## config.mk

```make
export PLATFORM = sky130hd
export DESIGN_NAME = sos_module_flat
export DESIGN_NICKNAME = d
export VERILOG_FILES = /design/src/rtl/sos_module_if.sv /design/src/rtl/sos_module.sv /design/src/flat_wrapper.sv
export SDC_FILE = /design/constraint.sdc
export NUM_CORES = 1
export LEC_CHECK = 0
export ABC_CLOCK_PERIOD_IN_PS = 2350
export CORE_MARGIN = 2
export CORE_UTILIZATION = 30
export DETAILED_ROUTE_END_ITERATION = 7
export SKIP_CTS_REPAIR_TIMING = 1
export SYNTH_ARGS = -nofsm -noshare
export SYNTH_HDL_FRONTEND = slang
export SYNTH_SLANG_ARGS = --single-unit
```

## constraint.sdc

```tcl
create_clock -name CLK -period 2.35 [get_ports CLK]
set_clock_uncertainty 0.1 [all_clocks]
set_input_delay 0.705 -clock CLK [delete_from_list [all_inputs] [get_ports CLK]]
set_output_delay 0.705 -clock CLK [all_outputs]
set_load 0.05 [all_outputs]
```

## src/rtl/sos_module_if.sv

```systemverilog
// SOS beacon control/status bundle: trigger in, buzzer and status out.
interface sos_module_if;
  logic SOS_En_Sig;
  logic Pin_Out;
  logic Busy_Sig;
  logic Done_Sig;

  // Sequencer side
  modport slave (
    input  SOS_En_Sig,
    output Pin_Out,
    output Busy_Sig,
    output Done_Sig
  );

  // Trigger source / observer side
  modport master (
    output SOS_En_Sig,
    input  Pin_Out,
    input  Busy_Sig,
    input  Done_Sig
  );
endinterface

```

## src/rtl/sos_module.sv

```systemverilog
// SOS beacon sequencer: plays ... --- ... on a buzzer pin after a trigger pulse.
// Nine symbols, each a tone followed by a fixed gap; timing derived from a
// millisecond tick that only runs while a sequence is active.
module sos_module #(
  parameter logic [15:0] T1MS    = 16'd49_999,
  parameter logic [9:0]  DOT_MS  = 10'd100,
  parameter logic [9:0]  DASH_MS = 10'd300,
  parameter logic [9:0]  GAP_MS  = 10'd100
) (
  input logic        CLK,
  input logic        RST,
  sos_module_if.slave bus
);

  typedef enum logic [1:0] {
    IDLE = 2'd0,
    TONE = 2'd1,
    GAP  = 2'd2
  } state_t;

  state_t      r_state;
  state_t      w_state_next;
  logic [3:0]  r_idx;
  logic [3:0]  w_idx_next;
  logic [15:0] r_cyc;
  logic [15:0] w_cyc_next;
  logic [9:0]  r_ms;
  logic [9:0]  w_ms_next;
  logic        w_done_next;
  logic        r_pin;
  logic        r_busy;
  logic        r_done;

  logic        w_tick;
  logic [9:0]  w_sym_ms;
  logic        w_tone_end;
  logic        w_gap_end;

  // Symbols 3..5 are the dashes; the rest are dots.
  assign w_sym_ms   = ((r_idx >= 4'd3) && (r_idx <= 4'd5)) ? DASH_MS : DOT_MS;
  assign w_tick     = (r_cyc == T1MS);
  // A phase ends on the tick that completes its last millisecond.
  assign w_tone_end = w_tick && (r_ms == (w_sym_ms - 10'd1));
  assign w_gap_end  = w_tick && (r_ms == (GAP_MS - 10'd1));

  // Next-state, symbol index and completion decode.
  always_comb begin
    w_state_next = r_state;
    w_idx_next   = r_idx;
    w_done_next  = 1'b0;
    case (r_state)
      IDLE: begin
        w_idx_next = 4'd0;
        if (bus.SOS_En_Sig) begin
          w_state_next = TONE;
        end
      end
      TONE: begin
        if (w_tone_end) begin
          w_state_next = GAP;
        end
      end
      GAP: begin
        if (w_gap_end) begin
          if (r_idx == 4'd8) begin
            w_state_next = IDLE;
            w_idx_next   = 4'd0;
            w_done_next  = 1'b1;
          end else begin
            w_state_next = TONE;
            w_idx_next   = r_idx + 4'd1;
          end
        end
      end
      default: begin
        w_state_next = IDLE;
        w_idx_next   = 4'd0;
      end
    endcase
  end

  // Cycle and millisecond counters; both parked at zero while idle.
  // Phase ends always coincide with a cycle-counter wrap, so only the ms
  // counter needs an explicit clear on a phase change.
  always_comb begin
    w_cyc_next = 16'd0;
    w_ms_next  = 10'd0;
    if (r_state != IDLE) begin
      w_cyc_next = w_tick ? 16'd0 : (r_cyc + 16'd1);
      if (w_state_next == r_state) begin
        w_ms_next = w_tick ? (r_ms + 10'd1) : r_ms;
      end
    end
  end

  // State, counters and registered outputs.
  always_ff @(posedge CLK) begin
    if (RST) begin
      r_state <= IDLE;
      r_idx   <= 4'd0;
      r_cyc   <= 16'd0;
      r_ms    <= 10'd0;
      r_pin   <= 1'b0;
      r_busy  <= 1'b0;
      r_done  <= 1'b0;
    end else begin
      r_state <= w_state_next;
      r_idx   <= w_idx_next;
      r_cyc   <= w_cyc_next;
      r_ms    <= w_ms_next;
      r_pin   <= (w_state_next == TONE);
      r_busy  <= (w_state_next != IDLE);
      r_done  <= w_done_next;
    end
  end

  assign bus.Pin_Out  = r_pin;
  assign bus.Busy_Sig = r_busy;
  assign bus.Done_Sig = r_done;

endmodule

```

## src/flat_wrapper.sv

```systemverilog
// flat-port wrapper written by rule: the top's interface ports become plain ports
module sos_module_flat 
#(
  parameter logic [15:0] T1MS    = 16'd49_999,
  parameter logic [9:0]  DOT_MS  = 10'd100,
  parameter logic [9:0]  DASH_MS = 10'd300,
  parameter logic [9:0]  GAP_MS  = 10'd100
)
  (CLK, RST, bus_SOS_En_Sig, bus_Pin_Out, bus_Busy_Sig, bus_Done_Sig);
  sos_module_if bus_i ();
  input logic CLK;
  input logic RST;
  input wire logic [$bits(bus_i.SOS_En_Sig)-1:0] bus_SOS_En_Sig;
  output wire logic [$bits(bus_i.Pin_Out)-1:0] bus_Pin_Out;
  output wire logic [$bits(bus_i.Busy_Sig)-1:0] bus_Busy_Sig;
  output wire logic [$bits(bus_i.Done_Sig)-1:0] bus_Done_Sig;
  assign bus_i.SOS_En_Sig = bus_SOS_En_Sig;
  assign bus_Pin_Out = bus_i.Pin_Out;
  assign bus_Busy_Sig = bus_i.Busy_Sig;
  assign bus_Done_Sig = bus_i.Done_Sig;
  sos_module #(.T1MS(T1MS), .DOT_MS(DOT_MS), .DASH_MS(DASH_MS), .GAP_MS(GAP_MS)) u_core (.CLK(CLK), .RST(RST), .bus(bus_i));
endmodule
```

After elaboration in Yosys (flattened, before gate mapping) --
Cells that the tools add are included.
Word-level totals: bits in registers 35, bits in latches 0, RAM bits 0, memory bits (read-only) 0, input bits 3, output and inout bits 3, memories 0
Cells by class: $add $sub $neg 4, multipliers 0, divide/modulo/power cells 0, magnitude comparators 2, equality and inequality tests 9, shift operators 0, mux-type cells 10, bitwise logic cells 5, reduce and logical (&&, ||, !) cells 10
Operators by type and width (number):
- adder 16 x 1 -> 16 bit (second input constant) | 1
- == test 16 bit (second input constant) | 1
- adder 10 x 1 -> 10 bit (second input constant) | 1
- == test 10 bit | 1
- == test 10 x 7 -> 1 bit (second input constant) | 1
- subtractor 10 x 1 -> 10 bit (second input constant) | 1
- 2-to-1 mux 9 bit | 1
- OR reduction 3 bit | 3
- 2-to-1 mux 4 bit | 2
- case mux 4 bit (2 select lines) | 1
- 2-to-1 mux 2 bit | 3
- case mux 2 bit (3 select lines) | 1
- NOT 1 bit | 5
- adder 4 x 1 -> 4 bit (second input constant) | 1
- == test 2 x 1 -> 1 bit (second input constant) | 2
- == test 4 bit (second input constant) | 1
- greater-or-equal comparator 4 x 2 -> 1 bit (second input constant) | 1
- <= comparator 4 x 3 -> 1 bit (second input constant) | 1
- nonzero test 2 bit | 2
- logical AND 1 bit | 3
- == test 2 bit | 1
- == test 2 bit (second input constant) | 1
- zero test 2 bit | 1
- 2-to-1 mux 1 bit | 2
- other kinds (2) | 2

Logic depth before layout (Yosys ltp) --
depth in word-level cells 11, mapped depth 7, mapped depth without buffers 6

Worst setup path before layout --
No wires, ideal clock.
path kind reg-to-reg, start point register u_core.r_idx[0], end point register u_core.r_state[1], arrival 1.621 ns, path slack 0.559 ns, cell stages (with the launch flop) 7, buffers on the path 0, period minus slack after synthesis 1.791 ns, path through dfxtp_1 -> inv_1 -> ha_1 -> nor3b_1 -> o21ai_0 -> a2111o_1 -> a21oi_1
On the way: word-level cells in the longest chain between the ends 8
RTL lines:
- start, declared | line sos_module.sv:23 | logic [3:0] r_idx;
- start signal, assigned | line sos_module.sv:108 | r_idx <= w_idx_next;
- greater-or-equal comparator 4 x 2 -> 1 bit or <= comparator 4 x 3 -> 1 bit (tied branches) | line sos_module.sv:40 | assign w_sym_ms = ((r_idx >= 4'd3) && (r_idx <= 4'd5)) ? DASH_MS : DOT_MS;
- logical AND 1 bit * | line sos_module.sv:40
- 2-to-1 mux 9 bit * | line sos_module.sv:40
- subtractor 10 x 1 -> 10 bit * | line sos_module.sv:43 | assign w_tone_end = w_tick && (r_ms == (w_sym_ms - 10'd1));
- == test 10 bit * | line sos_module.sv:43
- logical AND 1 bit * | line sos_module.sv:43
- 2-to-1 mux 2 bit * | line sos_module.sv:59 | if (w_tone_end) begin
- case mux 2 bit (3 select lines) * | line sos_module.sv:51 | case (r_state)
- end signal, assigned | line sos_module.sv:107 | r_state <= w_state_next;
- end, declared | line sos_module.sv:21 | state_t r_state;
Mark *: on every way between the ends. The rest lies on a longest branch, timed or not. A chain may end at the register's enable or synchronous reset.

Final worst setup path --
start point register u_core.r_done, in the netlist u_core.bus.Done_Sig, end point output port bus_Done_Sig
RTL lines:
- start, declared | line sos_module.sv:32 | logic r_done;
- start signal, assigned | line sos_module.sv:113 | r_done <= w_done_next;
- end, declared | line flat_wrapper.sv:16 | output wire logic [$bits(bus_i.Done_Sig)-1:0] bus_Done_Sig;
No word-level cell between the ends.

==> impl_metrics.xml <==
<?xml version="1.0" encoding="UTF-8"?>
<metrics>
  <group name="status">
    <metric name="outcome" unit="">finished clean</metric>
  </group>
  <group name="critical_path">
    <metric name="cp.buffers_inverters" unit="">1</metric>
    <metric name="reg2reg_from" unit="">u_core.r_idx[0]</metric>
    <metric name="critPathMaxStageDelay" unit="ns">0.80</metric>
    <metric name="crit_family" unit="">buffers and inverters</metric>
    <metric name="worstPathMaxFanout" unit="">1</metric>
    <metric name="crit_path_start" unit="">u_core.bus.Done_Sig</metric>
    <metric name="timing.critical_path.to_type" unit="">output pin</metric>
    <metric name="timing.critical_path.slowest_stage_cell" unit="">sky130_fd_sc_hd__clkdlybuf4s50_1</metric>
    <metric name="worstSetupStartpointType" unit="">flip-flop</metric>
    <metric name="critical_path_class" unit="">reg2out</metric>
    <metric name="crit_chain" unit="">clkdlybuf4s50_1</metric>
    <metric name="cp_data_required_time" unit="ns">1.54</metric>
    <metric name="cp_data_arrival_time" unit="ns">1.43</metric>
  </group>
  <group name="run">
    <metric name="cap_violations" unit="">0</metric>
  </group>
  <group name="detailed_routing">
    <metric name="drtAntennaViolNets" unit="">0</metric>
    <metric name="drt-vias-per-instance" unit="">5.219</metric>
    <metric name="drtIter0Drc" unit="">114</metric>
    <metric name="routedWlPerCell" unit="microns">12.81</metric>
    <metric name="drt-total-wl" unit="microns">3741</metric>
    <metric name="dr.pass1.iters" unit="">4</metric>
    <metric name="remaining_drc_errors" unit="">0</metric>
    <metric name="vias" unit="">1524</metric>
  </group>
  <group name="timing">
    <metric name="timing_max_transition_violations_final" unit="">0</metric>
    <metric name="slew_headroom" unit="%">67.21</metric>
    <metric name="maxClockFrequency" unit="MHz">448.0</metric>
    <metric name="tightestPinTransition" unit="ns">0.4903</metric>
    <metric name="period_share" unit="%">94.98</metric>
    <metric name="finalHoldViolCount" unit="">0</metric>
    <metric name="post_layout_min_period" unit="ns">2.232</metric>
    <metric name="rsz0062_at_grt" unit="">false</metric>
    <metric name="finalSetupTns" unit="ns">0</metric>
    <metric name="setup_violations" unit="">0</metric>
  </group>
  <group name="layout">
    <metric name="final_cell_mix" unit="">35 x sky130_fd_sc_hd__dfxtp_1, 20 x sky130_fd_sc_hd__nor2_1, 11 x sky130_fd_sc_hd__nand3_1, 11 x sky130_fd_sc_hd__nand2_1</metric>
    <metric name="num-nets-final" unit="">225</metric>
    <metric name="share_of_layout_cells_above_drive_strength_1" unit="%">9.677</metric>
    <metric name="final_common_cell" unit="">sky130_fd_sc_hd__dfxtp_1</metric>
    <metric name="diodes" unit="">0</metric>
    <metric name="fillers" unit="">590</metric>
    <metric name="syn2layout_area_growth" unit="%">13.04</metric>
    <metric name="final_non_filler_cell_total" unit="">292</metric>
  </group>
  <group name="clocking">
    <metric name="clockBufferDepth" unit="">2</metric>
    <metric name="numCtsBuffers" unit="">5</metric>
    <metric name="clock_insertion_delay_worst_skew" unit="ns">0.30</metric>
    <metric name="clock_tree.htree_level_count" unit="">2</metric>
    <metric name="clockRootBuffer" unit="">sky130_fd_sc_hd__clkbuf_8</metric>
    <metric name="cts_tree" unit="">yes</metric>
    <metric name="clkSlewWorstSetupHoldPaths" unit="ns">0.08</metric>
    <metric name="clock_sinks" unit="">35</metric>
  </group>
  <group name="global_routing">
    <metric name="track_usage" unit="%">13.05</metric>
    <metric name="grt_pass1_vias" unit="">1454</metric>
    <metric name="grt_pass1_wl" unit="microns">6824</metric>
    <metric name="grt_start_max_net_pins" unit="">28</metric>
    <metric name="overflow" unit="">0</metric>
    <metric name="grt_antenna_before_repair" unit="">0</metric>
  </group>
  <group name="placed_design">
    <metric name="post-place-cells" unit="">285</metric>
    <metric name="dp.final_hpwl" unit="microns">2582</metric>
    <metric name="numPortBuffers" unit="">5</metric>
    <metric name="place.gp.congestion" unit="">0.8008</metric>
  </group>
  <group name="floorplanning">
    <metric name="die-height" unit="microns">82.17</metric>
    <metric name="core.rowCount" unit="">28</metric>
    <metric name="number_of_top_level_pins" unit="">6</metric>
    <metric name="die_width" unit="microns">82.17</metric>
    <metric name="core_area" unit="sq um">5921</metric>
    <metric name="initial_core_utilization" unit="%">30.96</metric>
    <metric name="die-area" unit="sq um">6751</metric>
  </group>
  <group name="logic_synthesis">
    <metric name="synth_cells" unit="">207</metric>
    <metric name="dominant_cells_by_area_after_synthesis" unit="">sky130_fd_sc_hd__dfxtp_1 38%, sky130_fd_sc_hd__xor2_1 4.8%, sky130_fd_sc_hd__nor2_1 4.1%, sky130_fd_sc_hd__and4_1 3.8%, sky130_fd_sc_hd__ha_1 3.4%</metric>
    <metric name="synth.distinct_cells" unit="">43</metric>
    <metric name="async_flop_share" unit="%">0</metric>
    <metric name="synth_seq_area_share" unit="%">38.23</metric>
    <metric name="post_synth_edffs" unit="">0</metric>
    <metric name="syn_avg_cell_area" unit="sq um">8.855</metric>
    <metric name="netlist.top_cell.by_area" unit="">sky130_fd_sc_hd__dfxtp_1</metric>
    <metric name="syn_area" unit="sq um">1833</metric>
    <metric name="synth.ff_latch_count" unit="">35</metric>
    <metric name="mappedNetlistNets" unit="">215</metric>
    <metric name="yosysWarningCount" unit="">0</metric>
    <metric name="synth_top_area_share" unit="%">38.23</metric>
    <metric name="ys_dominant_reg_cell" unit="">sky130_fd_sc_hd__dfxtp_1</metric>
  </group>
  <group name="power">
    <metric name="combPwrFrac" unit="%">6.4</metric>
    <metric name="netSwitchingFraction" unit="%">24.27</metric>
    <metric name="clock_power_share" unit="%">39.7</metric>
    <metric name="seqPwrFrac" unit="%">53.9</metric>
    <metric name="total_switching_power" unit="uW">274.9</metric>
    <metric name="finalPower" unit="mW">1.133</metric>
    <metric name="leakagePower" unit="nW">0.6739</metric>
    <metric name="cellInternalPower" unit="uW">858.0</metric>
    <metric name="ir_drop" unit="V">0.0003208</metric>
    <metric name="power.density" unit="nW/um^2">546.8</metric>
  </group>
  <group name="min_path">
    <metric name="min_from" unit="">u_core.r_cyc[0]</metric>
    <metric name="hold_class" unit="">reg2reg</metric>
  </group>
</metrics>
## cell families after synthesis
family                     Yosys count  share of synthesized area [%]
DFF                                 35                          38.23
adders and majority gates            5                          3.413
xor gates and xnor gates            14                          6.689
and+or+nand+nor                     99                          33.11
buffers and inverters               12                          2.867
muxes                                1                         0.5461
AOI/OAI and AO/OA                   41                          15.15
## path summary, 6_finish.rpt
| kind | end | slack, ns | depth (start not counted) |
|---|---|---|---|
| setup / recovery | bus_Done_Sig | 0.12 | 1 |
| setup reg to reg | u_core.r_state[1] | 0.24 | 6 |
| hold / removal | u_core.r_cyc[0] | 0.37 | 1 |
| hold reg to reg | u_core.r_cyc[0] | 0.37 | 1 |
## metal layers
metal / up-vias / GRT usage, % / wire, microns
met5: - / 0 / 0
met4: 0 / 6.333 / 73
met3: 5 / 3.043 / 118
met2: 25 / 19.43 / 1622
met1: 702 / 17.68 / 1927
li1: 792 / - / -
## metrics by stage
stage	util [%]	hold WS, ns	cell area, sq um	worst slack, ns
5_1_grt	35.00	0.4179	2072	0.08409
3_5_place_dp	33.52	0.3538	1984	0.1565
2_1_floorplan	-	0.3261	1833	0.5589
3_3_place_gp	33.52	0.3495	1984	0.2052
6_report	35.00	0.3664	2072	0.1180
4_1_cts	35.00	0.3709	2072	0.09549
## cell usage after synthesis, types with 4 or more instances
master                     count
sky130_fd_sc_hd__or3_1         9
sky130_fd_sc_hd__inv_1         4
sky130_fd_sc_hd__and4_1        8
sky130_fd_sc_hd__nor2b_1       5
sky130_fd_sc_hd__xor2_1       10
sky130_fd_sc_hd__nand2_1      11
sky130_fd_sc_hd__o21ai_0      10
sky130_fd_sc_hd__buf_2         6
sky130_fd_sc_hd__o211ai_1      5
sky130_fd_sc_hd__a21oi_1       5
sky130_fd_sc_hd__dfxtp_1      35
sky130_fd_sc_hd__a22oi_1       8
sky130_fd_sc_hd__ha_1          5
sky130_fd_sc_hd__nor2_1       20
sky130_fd_sc_hd__xnor2_1       4
sky130_fd_sc_hd__nand4_1       9
sky130_fd_sc_hd__nand3_1      11
sky130_fd_sc_hd__o31ai_1       4
## layout make-up
type	count	area (sq um)	share of cell area, %
timing repair buffer	11	95.09	4.589
clock buffer	6	82.58	3.986
inverter	4	15.01	0.7246
tap	75	93.84	4.529
clock inverter	1	5.005	0.2415
sequential	35	700.7	33.82
multi-input combinational	160	1080	52.11
## state kept, by name (all words and copies together) (netlist names)
signal and cells:
u_core.bus.Busy_Sig 1, u_core.bus.Done_Sig 1, u_core.bus.Pin_Out 1, u_core.r_cyc 16
u_core.r_idx 4, u_core.r_ms 10, u_core.r_state 2
## worst reg2reg max path, delay by kind of cell, from the launching register on
family / cells / cell delay (ns)
fa+ha+maj: 1 / 0.21
simple gates: 1 / 0.43
buf+inv: 1 / 0.07
flops: 1 / 0.43
compound gates: 3 / 0.81
## power by group through the flow
stage | clock [mW] | combinational (mW) | sequential (mW)
after floorplan | 0 | 0.0378 | 0.631
after global placement | 0 | 0.0733 | 0.624
after detailed placement | 0 | 0.0729 | 0.624
after CTS | 0.461 | 0.0728 | 0.610
after global routing | 0.490 | 0.0801 | 0.612
final | 0.450 | 0.0724 | 0.610
Power figures use the tool's default switching activity.
